File: src/rtl/calc_cmd_sequencer_if.sv
// calc_cmd_sequencer_if: key-event channel, command-word channel and result
// reporting for the calculator command sequencer.
// The master modport is the sequencer's view: it receives key events and
// initiates command words.
// The slave modport is the environment's view: the keypad scanner plus the
// calculator.
interface calc_cmd_sequencer_if;
    logic        key_valid;
    logic [1:0]  key_kind;
    logic [3:0]  key_data;
    logic        key_ready;
    logic [13:0] cmd_word;
    logic        cmd_valid;
    logic        cmd_ready;
    logic [3:0]  res_in;
    logic [3:0]  result;
    logic        result_valid;
    logic        err;

    modport master (
        input  key_valid, key_kind, key_data, cmd_ready, res_in,
        output key_ready, cmd_word, cmd_valid, result, result_valid, err
    );

    modport slave (
        output key_valid, key_kind, key_data, cmd_ready, res_in,
        input  key_ready, cmd_word, cmd_valid, result, result_valid, err
    );
endinterface

File: src/rtl/calc_cmd_sequencer.sv
// calc_cmd_sequencer: assembles digit/operator/enter/clear key events into the
// packed command word {op, a, b, 4'b0000}.
// It hands the word to the calculator over valid/ready, then captures and
// reports the returned result.
// Optional feature macro: CALC_CHAIN_EN. When it is defined, an operator key
// typed straight after a result reuses that result as operand A.
module calc_cmd_sequencer (
    input  logic                   clk,
    input  logic                   rst,
    calc_cmd_sequencer_if.master   bus
);

    localparam logic [1:0] KIND_DIGIT = 2'b00;
    localparam logic [1:0] KIND_OPER  = 2'b01;
    localparam logic [1:0] KIND_ENTER = 2'b10;
    localparam logic [1:0] KIND_CLEAR = 2'b11;
    localparam logic [1:0] OP_NEG     = 2'b11;

    typedef enum logic [2:0] {
        ENTER_A  = 3'd0,
        ENTER_OP = 3'd1,
        ENTER_B  = 3'd2,
        ARMED    = 3'd3,
        ISSUE    = 3'd4,
        CAPTURE  = 3'd5
    } state_t;

    state_t     state_q, state_d;
    logic [3:0] a_q, a_d;
    logic [3:0] b_q, b_d;
    logic [1:0] op_q, op_d;
    logic       chain_ok_q, chain_ok_d;
    logic [3:0] result_q, result_d;
    logic       result_valid_q, result_valid_d;
    logic       err_q, err_d;
    logic       key_ready;
    logic       key_accept;

    // Keys are only taken while the operands are being entered.
    assign key_ready  = (state_q != ISSUE) && (state_q != CAPTURE);
    assign key_accept = bus.key_valid && key_ready;

    // Next-state and register-update logic for the key sequencing FSM.
    always_comb begin
        state_d        = state_q;
        a_d            = a_q;
        b_d            = b_q;
        op_d           = op_q;
        chain_ok_d     = chain_ok_q;
        result_d       = result_q;
        result_valid_d = 1'b0;
        err_d          = 1'b0;

        if (key_accept && bus.key_kind == KIND_CLEAR) begin
            state_d    = ENTER_A;
            a_d        = 4'd0;
            b_d        = 4'd0;
            op_d       = 2'd0;
            chain_ok_d = 1'b0;
        end else begin
            case (state_q)
                ENTER_A: begin
                    if (key_accept) begin
                        case (bus.key_kind)
                            KIND_DIGIT: begin
                                a_d     = bus.key_data;
                                state_d = ENTER_OP;
                            end
                            KIND_OPER: begin
`ifdef CALC_CHAIN_EN
                                if (chain_ok_q) begin
                                    a_d  = result_q;
                                    op_d = bus.key_data[1:0];
                                    if (bus.key_data[1:0] == OP_NEG) begin
                                        b_d     = 4'd0;
                                        state_d = ISSUE;
                                    end else begin
                                        state_d = ENTER_B;
                                    end
                                end else begin
                                    err_d = 1'b1;
                                end
`else
                                err_d = 1'b1;
`endif
                            end
                            default: err_d = 1'b1;
                        endcase
                    end
                end
                ENTER_OP: begin
                    if (key_accept) begin
                        case (bus.key_kind)
                            KIND_DIGIT: a_d = bus.key_data;
                            KIND_OPER: begin
                                op_d = bus.key_data[1:0];
                                if (bus.key_data[1:0] == OP_NEG) begin
                                    b_d     = 4'd0;
                                    state_d = ISSUE;
                                end else begin
                                    state_d = ENTER_B;
                                end
                            end
                            default: err_d = 1'b1;
                        endcase
                    end
                end
                ENTER_B: begin
                    if (key_accept) begin
                        case (bus.key_kind)
                            KIND_DIGIT: begin
                                b_d     = bus.key_data;
                                state_d = ARMED;
                            end
                            KIND_OPER: op_d  = bus.key_data[1:0];
                            default:   err_d = 1'b1;
                        endcase
                    end
                end
                ARMED: begin
                    if (key_accept) begin
                        case (bus.key_kind)
                            KIND_DIGIT: b_d     = bus.key_data;
                            KIND_ENTER: state_d = ISSUE;
                            default:    err_d   = 1'b1;
                        endcase
                    end
                end
                ISSUE: begin
                    if (bus.cmd_ready) begin
                        state_d = CAPTURE;
                    end
                end
                CAPTURE: begin
                    result_d       = bus.res_in;
                    result_valid_d = 1'b1;
                    chain_ok_d     = 1'b1;
                    state_d        = ENTER_A;
                end
                default: state_d = ENTER_A;
            endcase
        end
    end

    // State and datapath registers with synchronous reset.
    always_ff @(posedge clk) begin
        if (rst) begin
            state_q        <= ENTER_A;
            a_q            <= 4'd0;
            b_q            <= 4'd0;
            op_q           <= 2'd0;
            chain_ok_q     <= 1'b0;
            result_q       <= 4'd0;
            result_valid_q <= 1'b0;
            err_q          <= 1'b0;
        end else begin
            state_q        <= state_d;
            a_q            <= a_d;
            b_q            <= b_d;
            op_q           <= op_d;
            chain_ok_q     <= chain_ok_d;
            result_q       <= result_d;
            result_valid_q <= result_valid_d;
            err_q          <= err_d;
        end
    end

    assign bus.key_ready    = key_ready;
    assign bus.cmd_valid    = (state_q == ISSUE);
    assign bus.cmd_word     = {op_q, a_q, b_q, 4'b0000};
    assign bus.result       = result_q;
    assign bus.result_valid = result_valid_q;
    assign bus.err          = err_q;

endmodule

File: src/flat_wrapper.sv
// flat-port wrapper written by rule: the top's interface ports become plain ports
module calc_cmd_sequencer_flat 
  (clk, rst, bus_key_valid, bus_key_kind, bus_key_data, bus_cmd_ready, bus_res_in, bus_key_ready, bus_cmd_word, bus_cmd_valid, bus_result, bus_result_valid, bus_err);
  calc_cmd_sequencer_if bus_i ();
  input  logic clk;
  input  logic rst;
  input wire logic [$bits(bus_i.key_valid)-1:0] bus_key_valid;
  input wire logic [$bits(bus_i.key_kind)-1:0] bus_key_kind;
  input wire logic [$bits(bus_i.key_data)-1:0] bus_key_data;
  input wire logic [$bits(bus_i.cmd_ready)-1:0] bus_cmd_ready;
  input wire logic [$bits(bus_i.res_in)-1:0] bus_res_in;
  output wire logic [$bits(bus_i.key_ready)-1:0] bus_key_ready;
  output wire logic [$bits(bus_i.cmd_word)-1:0] bus_cmd_word;
  output wire logic [$bits(bus_i.cmd_valid)-1:0] bus_cmd_valid;
  output wire logic [$bits(bus_i.result)-1:0] bus_result;
  output wire logic [$bits(bus_i.result_valid)-1:0] bus_result_valid;
  output wire logic [$bits(bus_i.err)-1:0] bus_err;
  assign bus_i.key_valid = bus_key_valid;
  assign bus_i.key_kind = bus_key_kind;
  assign bus_i.key_data = bus_key_data;
  assign bus_i.cmd_ready = bus_cmd_ready;
  assign bus_i.res_in = bus_res_in;
  assign bus_key_ready = bus_i.key_ready;
  assign bus_cmd_word = bus_i.cmd_word;
  assign bus_cmd_valid = bus_i.cmd_valid;
  assign bus_result = bus_i.result;
  assign bus_result_valid = bus_i.result_valid;
  assign bus_err = bus_i.err;
  calc_cmd_sequencer u_core (.clk(clk), .rst(rst), .bus(bus_i));
endmodule
File: config.mk
export PLATFORM = sky130hd
export DESIGN_NAME = calc_cmd_sequencer_flat
export DESIGN_NICKNAME = d
export VERILOG_FILES = /design/src/rtl/calc_cmd_sequencer_if.sv /design/src/rtl/calc_cmd_sequencer.sv /design/src/flat_wrapper.sv
export SDC_FILE = /design/constraint.sdc
export NUM_CORES = 1
export LEC_CHECK = 0
export BUFFER_PORTS_ARGS = -buffer_cell sky130_fd_sc_hd__buf_2
export CAP_MARGIN = 20
export CORE_MARGIN = 8
export CORE_UTILIZATION = 50
export DETAILED_ROUTE_END_ITERATION = 6
export GPL_ROUTABILITY_DRIVEN = 0
export HOLD_SLACK_MARGIN = 0.03
export PLACE_DENSITY = 0.92
export SYNTH_ARGS = -nofsm -noshare
export SYNTH_HDL_FRONTEND = slang
export SYNTH_SLANG_ARGS = --single-unit
File: constraint.sdc
create_clock -name clk -period 3.7 [get_ports clk]
set_input_delay 0.185 -clock clk [delete_from_list [all_inputs] [get_ports clk]]
set_output_delay 0.185 -clock clk [all_outputs]
set_load 0.1 [all_outputs]
==> flow_metrics.py <==
metrics = {
    "run_status": {
        "outcome": "finished clean",
    },
    "logic_synthesis": {
        "synth_compound_area_share_pct": 13.0,
        "synth_fa_ha_area_share_pct": 0,
        "synth-xor-area-share_pct": 0.970,
        "synth_sequential_area_ratio_pct": 42.1,
        "post_synth_instance_area_um2": 903,
        "synthMuxAreaShare_pct": 6.65,
        "ys.warnings.count": 0,
        "dominant_combinational_cell_family_by_area_after_synthesis": "simple AND/OR/NAND/NOR gates",
        "synth_area_per_cell_um2": 7.92,
        "postSynthCellCount": 114,
        "yosys_register_bits": 19,
        "synth-simple-area-share_pct": 29.1,
        "synthDistinctLibCells": 28,
    },
    "sta": {
        "setup_total_negative_slack_ns": 0,
        "finalWorstPathRequiredPeriod_ns": 2.07,
        "setup-violations-final": 0,
        "maxSlewHeadroom_pct": 64.8,
        "timing.final.max_slew_violations": 0,
        "worst_clock_skew_ns": 0.00532,
        "rsz0062_at_grt": "false",
        "slew_at_the_pin_with_the_worst_max_slew_slack_ns": 0.528,
        "timing.final.hold_violations": 0,
        "max_freq_mhz": 484,
        "holdWs_ns": 0.131,
        "period_share_pct": 55.8,
    },
    "power_and_ir_drop": {
        "comb_power_share_pct": 17.3,
        "netSwitchingPower_mw": 0.117,
        "netSwitchingFraction_pct": 31.0,
        "internal-power_mw": 0.261,
        "power_density_mw_per_mm2": 354,
        "seq_power_share_pct": 55.6,
        "overall_power_mw": 0.377,
        "p_clk_share_pct": 27.1,
        "leakage_power_nw": 0.515,
        "irDropWorstVdd_uv": 270,
    },
    "die": {
        "placement_rows": 15,
        "die_area_mm2": 0.00342,
        "io_pins": 36,
        "die_h_um": 58.5,
        "core_area_mm2": 0.00171,
        "dieWidth_um": 58.5,
        "floorplan.initialDensity_pct": 52.9,
    },
    "detailed_routing": {
        "first_iter_violations": 16,
        "via_count": 854,
        "viasPerCell": 5.14,
        "drt-pass1-iter-count": 4,
        "route.antenna.remaining_nets": 0,
        "drt-wirelength-per-cell_um": 13.2,
        "dr_drc_count": 0,
        "drt-total-wl_mm": 2.19,
    },
    "clock_network": {
        "cts_sinks": 19,
        "cts_hold_repair.buffers": 0,
        "clk_latency_ns": 0.30,
        "clock-root-buffer": "sky130_fd_sc_hd__clkbuf_4",
        "number_of_buffers_added_for_setup_after_cts": 0,
        "cts_resized": 0,
        "clock_tree.buffer_depth": 2,
        "clk_pin_slew_worst_paths_ns": 0.10,
        "cts_made_buffers": 3,
        "tritoncts_clock_tree": "done",
        "htree_levels": 1,
    },
    "worst_setup_path": {
        "worstPathCellList": "nor2b_1, inv_2, nor2_1, buf_2",
        "worst-r2r-setup-slack_ns": 2.10,
        "cells_on_worst_reg2reg_path": 5,
        "critical_path.top_delay_family": "simple AND/OR/NAND/NOR gates",
        "crit_buf_inv": 2,
        "cp_num_cells": 4,
        "worst-setup-path-type": "reg -> out",
        "critPathLaunch": "u_core.state_q[2]",
        "worst_ep_arrival_ns": 1.88,
        "worst_setup_path_endpoint": "bus_cmd_valid",
        "rr_startpoint": "u_core.state_q[2]",
        "crit_required_ns": 3.51,
        "worst_path_max_delay_cell": "sky130_fd_sc_hd__buf_2",
        "rr_endpoint": "u_core.b_q[1]",
        "cp_slowest_stage_delay_ns": 0.45,
        "critical_path.startpoint_type": "flop",
        "cp_max_fo": 7,
        "critPathCaptureType": "output pin",
    },
    "job": {
        "cap_violations": 0,
    },
    "finish": {
        "diodes": 0,
        "area.growth.synth_to_final_pct": 18.0,
        "post-route-util_pct": 62.4,
        "post_route_cells_drive_above_1_share_pct": 27.0,
        "final_nets": 156,
    },
    "global_routing": {
        "gr-total-overflow": 0,
        "grt_util_all_layers_pct": 13.6,
        "grt_pass1_wl_mm": 3.68,
        "via_count_of_the_first_global_routing_pass": 844,
        "antenna_violations_before_repair": 0,
        "maximum_number_of_pins_on_one_net_before_global_route_repair": 13,
    },
    "placement": {
        "port-buffer-count": 31,
        "post-dp-hpwl_mm": 1.72,
    },
    "min_path": {
        "worst_hold_path_type": "in -> reg",
    },
}
==> synthesized netlist by cell type <==
cell | instances | area, um^2
sky130_fd_sc_hd__a21o_1 | 1 | 7.51
sky130_fd_sc_hd__a21oi_1 | 15 | 75.1
sky130_fd_sc_hd__a21oi_2 | 1 | 8.76
sky130_fd_sc_hd__a22o_1 | 1 | 8.76
sky130_fd_sc_hd__and3_1 | 1 | 6.26
sky130_fd_sc_hd__and4b_1 | 1 | 10.0
sky130_fd_sc_hd__buf_2 | 4 | 20.0
sky130_fd_sc_hd__buf_4 | 4 | 30.0
sky130_fd_sc_hd__clkbuf_1 | 2 | 7.51
sky130_fd_sc_hd__clkbuf_2 | 1 | 5.00
sky130_fd_sc_hd__conb_1 | 1 | 3.75
sky130_fd_sc_hd__dfxtp_1 | 19 | 380
sky130_fd_sc_hd__inv_1 | 1 | 3.75
sky130_fd_sc_hd__inv_2 | 1 | 3.75
sky130_fd_sc_hd__mux2i_1 | 6 | 60.1
sky130_fd_sc_hd__nand2_1 | 20 | 75.1
sky130_fd_sc_hd__nand2b_1 | 3 | 18.8
sky130_fd_sc_hd__nand3_1 | 10 | 50.1
sky130_fd_sc_hd__nor2_1 | 8 | 30.0
sky130_fd_sc_hd__nor2b_1 | 4 | 25.0
sky130_fd_sc_hd__nor3_1 | 1 | 5.00
sky130_fd_sc_hd__nor3b_1 | 2 | 15.0
sky130_fd_sc_hd__nor4_1 | 1 | 6.26
sky130_fd_sc_hd__nor4_2 | 1 | 12.5
sky130_fd_sc_hd__nor4b_1 | 1 | 8.76
sky130_fd_sc_hd__o21a_1 | 1 | 7.51
sky130_fd_sc_hd__o21ai_1 | 2 | 10.0
sky130_fd_sc_hd__xor2_1 | 1 | 8.76
==> cell usage in the layout, fill, tap and decap left out, types with 2 or more instances in the layout <==
cell,instances
sky130_fd_sc_hd__nor3b_1,2
sky130_fd_sc_hd__clkbuf_4,3
sky130_fd_sc_hd__mux2i_1,6
sky130_fd_sc_hd__nor2_1,8
sky130_fd_sc_hd__conb_1,4
sky130_fd_sc_hd__buf_2,31
sky130_fd_sc_hd__o21ai_1,2
sky130_fd_sc_hd__a21oi_1,15
sky130_fd_sc_hd__dfxtp_1,19
sky130_fd_sc_hd__nand3_1,10
sky130_fd_sc_hd__nand2b_1,3
sky130_fd_sc_hd__nor2b_1,4
sky130_fd_sc_hd__nand2_1,20
==> routing by layer <==
metal	wire, um	GRT usage (%)	vias to the layer above
li1	-	-	433
met1	944	15.7	383
met3	183	4.78	5
met5	0	0	-
met2	1010	21.6	33
met4	51	6.99	0
==> power groups by stage <==
stage / registers, mW / logic, mW / clock network [mW]
2_1_floorplan: 0.228 / 0.0418 / 0
5_1_grt: 0.210 / 0.0697 / 0.115
4_1_cts: 0.210 / 0.0652 / 0.105
3_5_place_dp: 0.214 / 0.0649 / 0
3_3_place_gp: 0.214 / 0.0641 / 0
6_report: 0.210 / 0.0653 / 0.102
==> tightest hold or removal path: cells and delay by family <==
family	cells	cell delay, ns
buf+inv	1	0.09
compound gates	1	0.06
simple gates	1	0.05
==> per-stage QoR <==
| stage | worst slack (ns) | cells | cell area, um^2 |
|---|---|---|---|
| 2_1_floorplan | 1.12 | 117 | 915 |
| 5_1_grt | 1.46 | 166 | 1070 |
| 3_3_place_gp | 2.05 | 162 | 1040 |
| 6_report | 1.63 | 166 | 1070 |
| 3_5_place_dp | 1.98 | 162 | 1040 |
| 4_1_cts | 1.63 | 166 | 1070 |
==> worst min path at each step <==
| stage | from | to | cells after the start |
|---|---|---|---|
| final | bus_res_in[1] | u_core.bus.result[1] | 3 |
| after global routing | bus_res_in[1] | u_core.bus.result[1] | 3 |
| after CTS | bus_res_in[1] | u_core.bus.result[1] | 3 |
| after detailed placement | u_core.a_q[0] | u_core.a_q[0] | 2 |
| after global placement | u_core.bus.result[1] | u_core.bus.result[1] | 2 |
| after floorplan | bus_key_data[0] | u_core.b_q[0] | 2 |
==> area by class of cell <==
cell class	instances	area [um^2]
clock buffer	3	22.5
clock inverter	1	5.00
fill	175	642
inverter	2	7.51
multi-input combinational	85	464
sequential	19	380
tap	25	31.3
timing repair buffer	31	155
==> flip-flops by register name (all words and copies together) (netlist names) <==
register and flops:
u_core.a_q 4, u_core.b_q 4, u_core.bus.result 4, u_core.state_q 3, u_core.op_q 2, u_core.bus.err 1
u_core.bus.result_valid 1
==> cell families after synthesis <==
logic type | Yosys count
buffers and inverters | 13
multiplexers | 6
AND/OR/NAND/NOR | 53
flip-flops | 19
XOR/XNOR | 1
AO/OA/AOI/OAI | 21
other | 1
No activity file was read; power rests on OpenSTA's default activity.
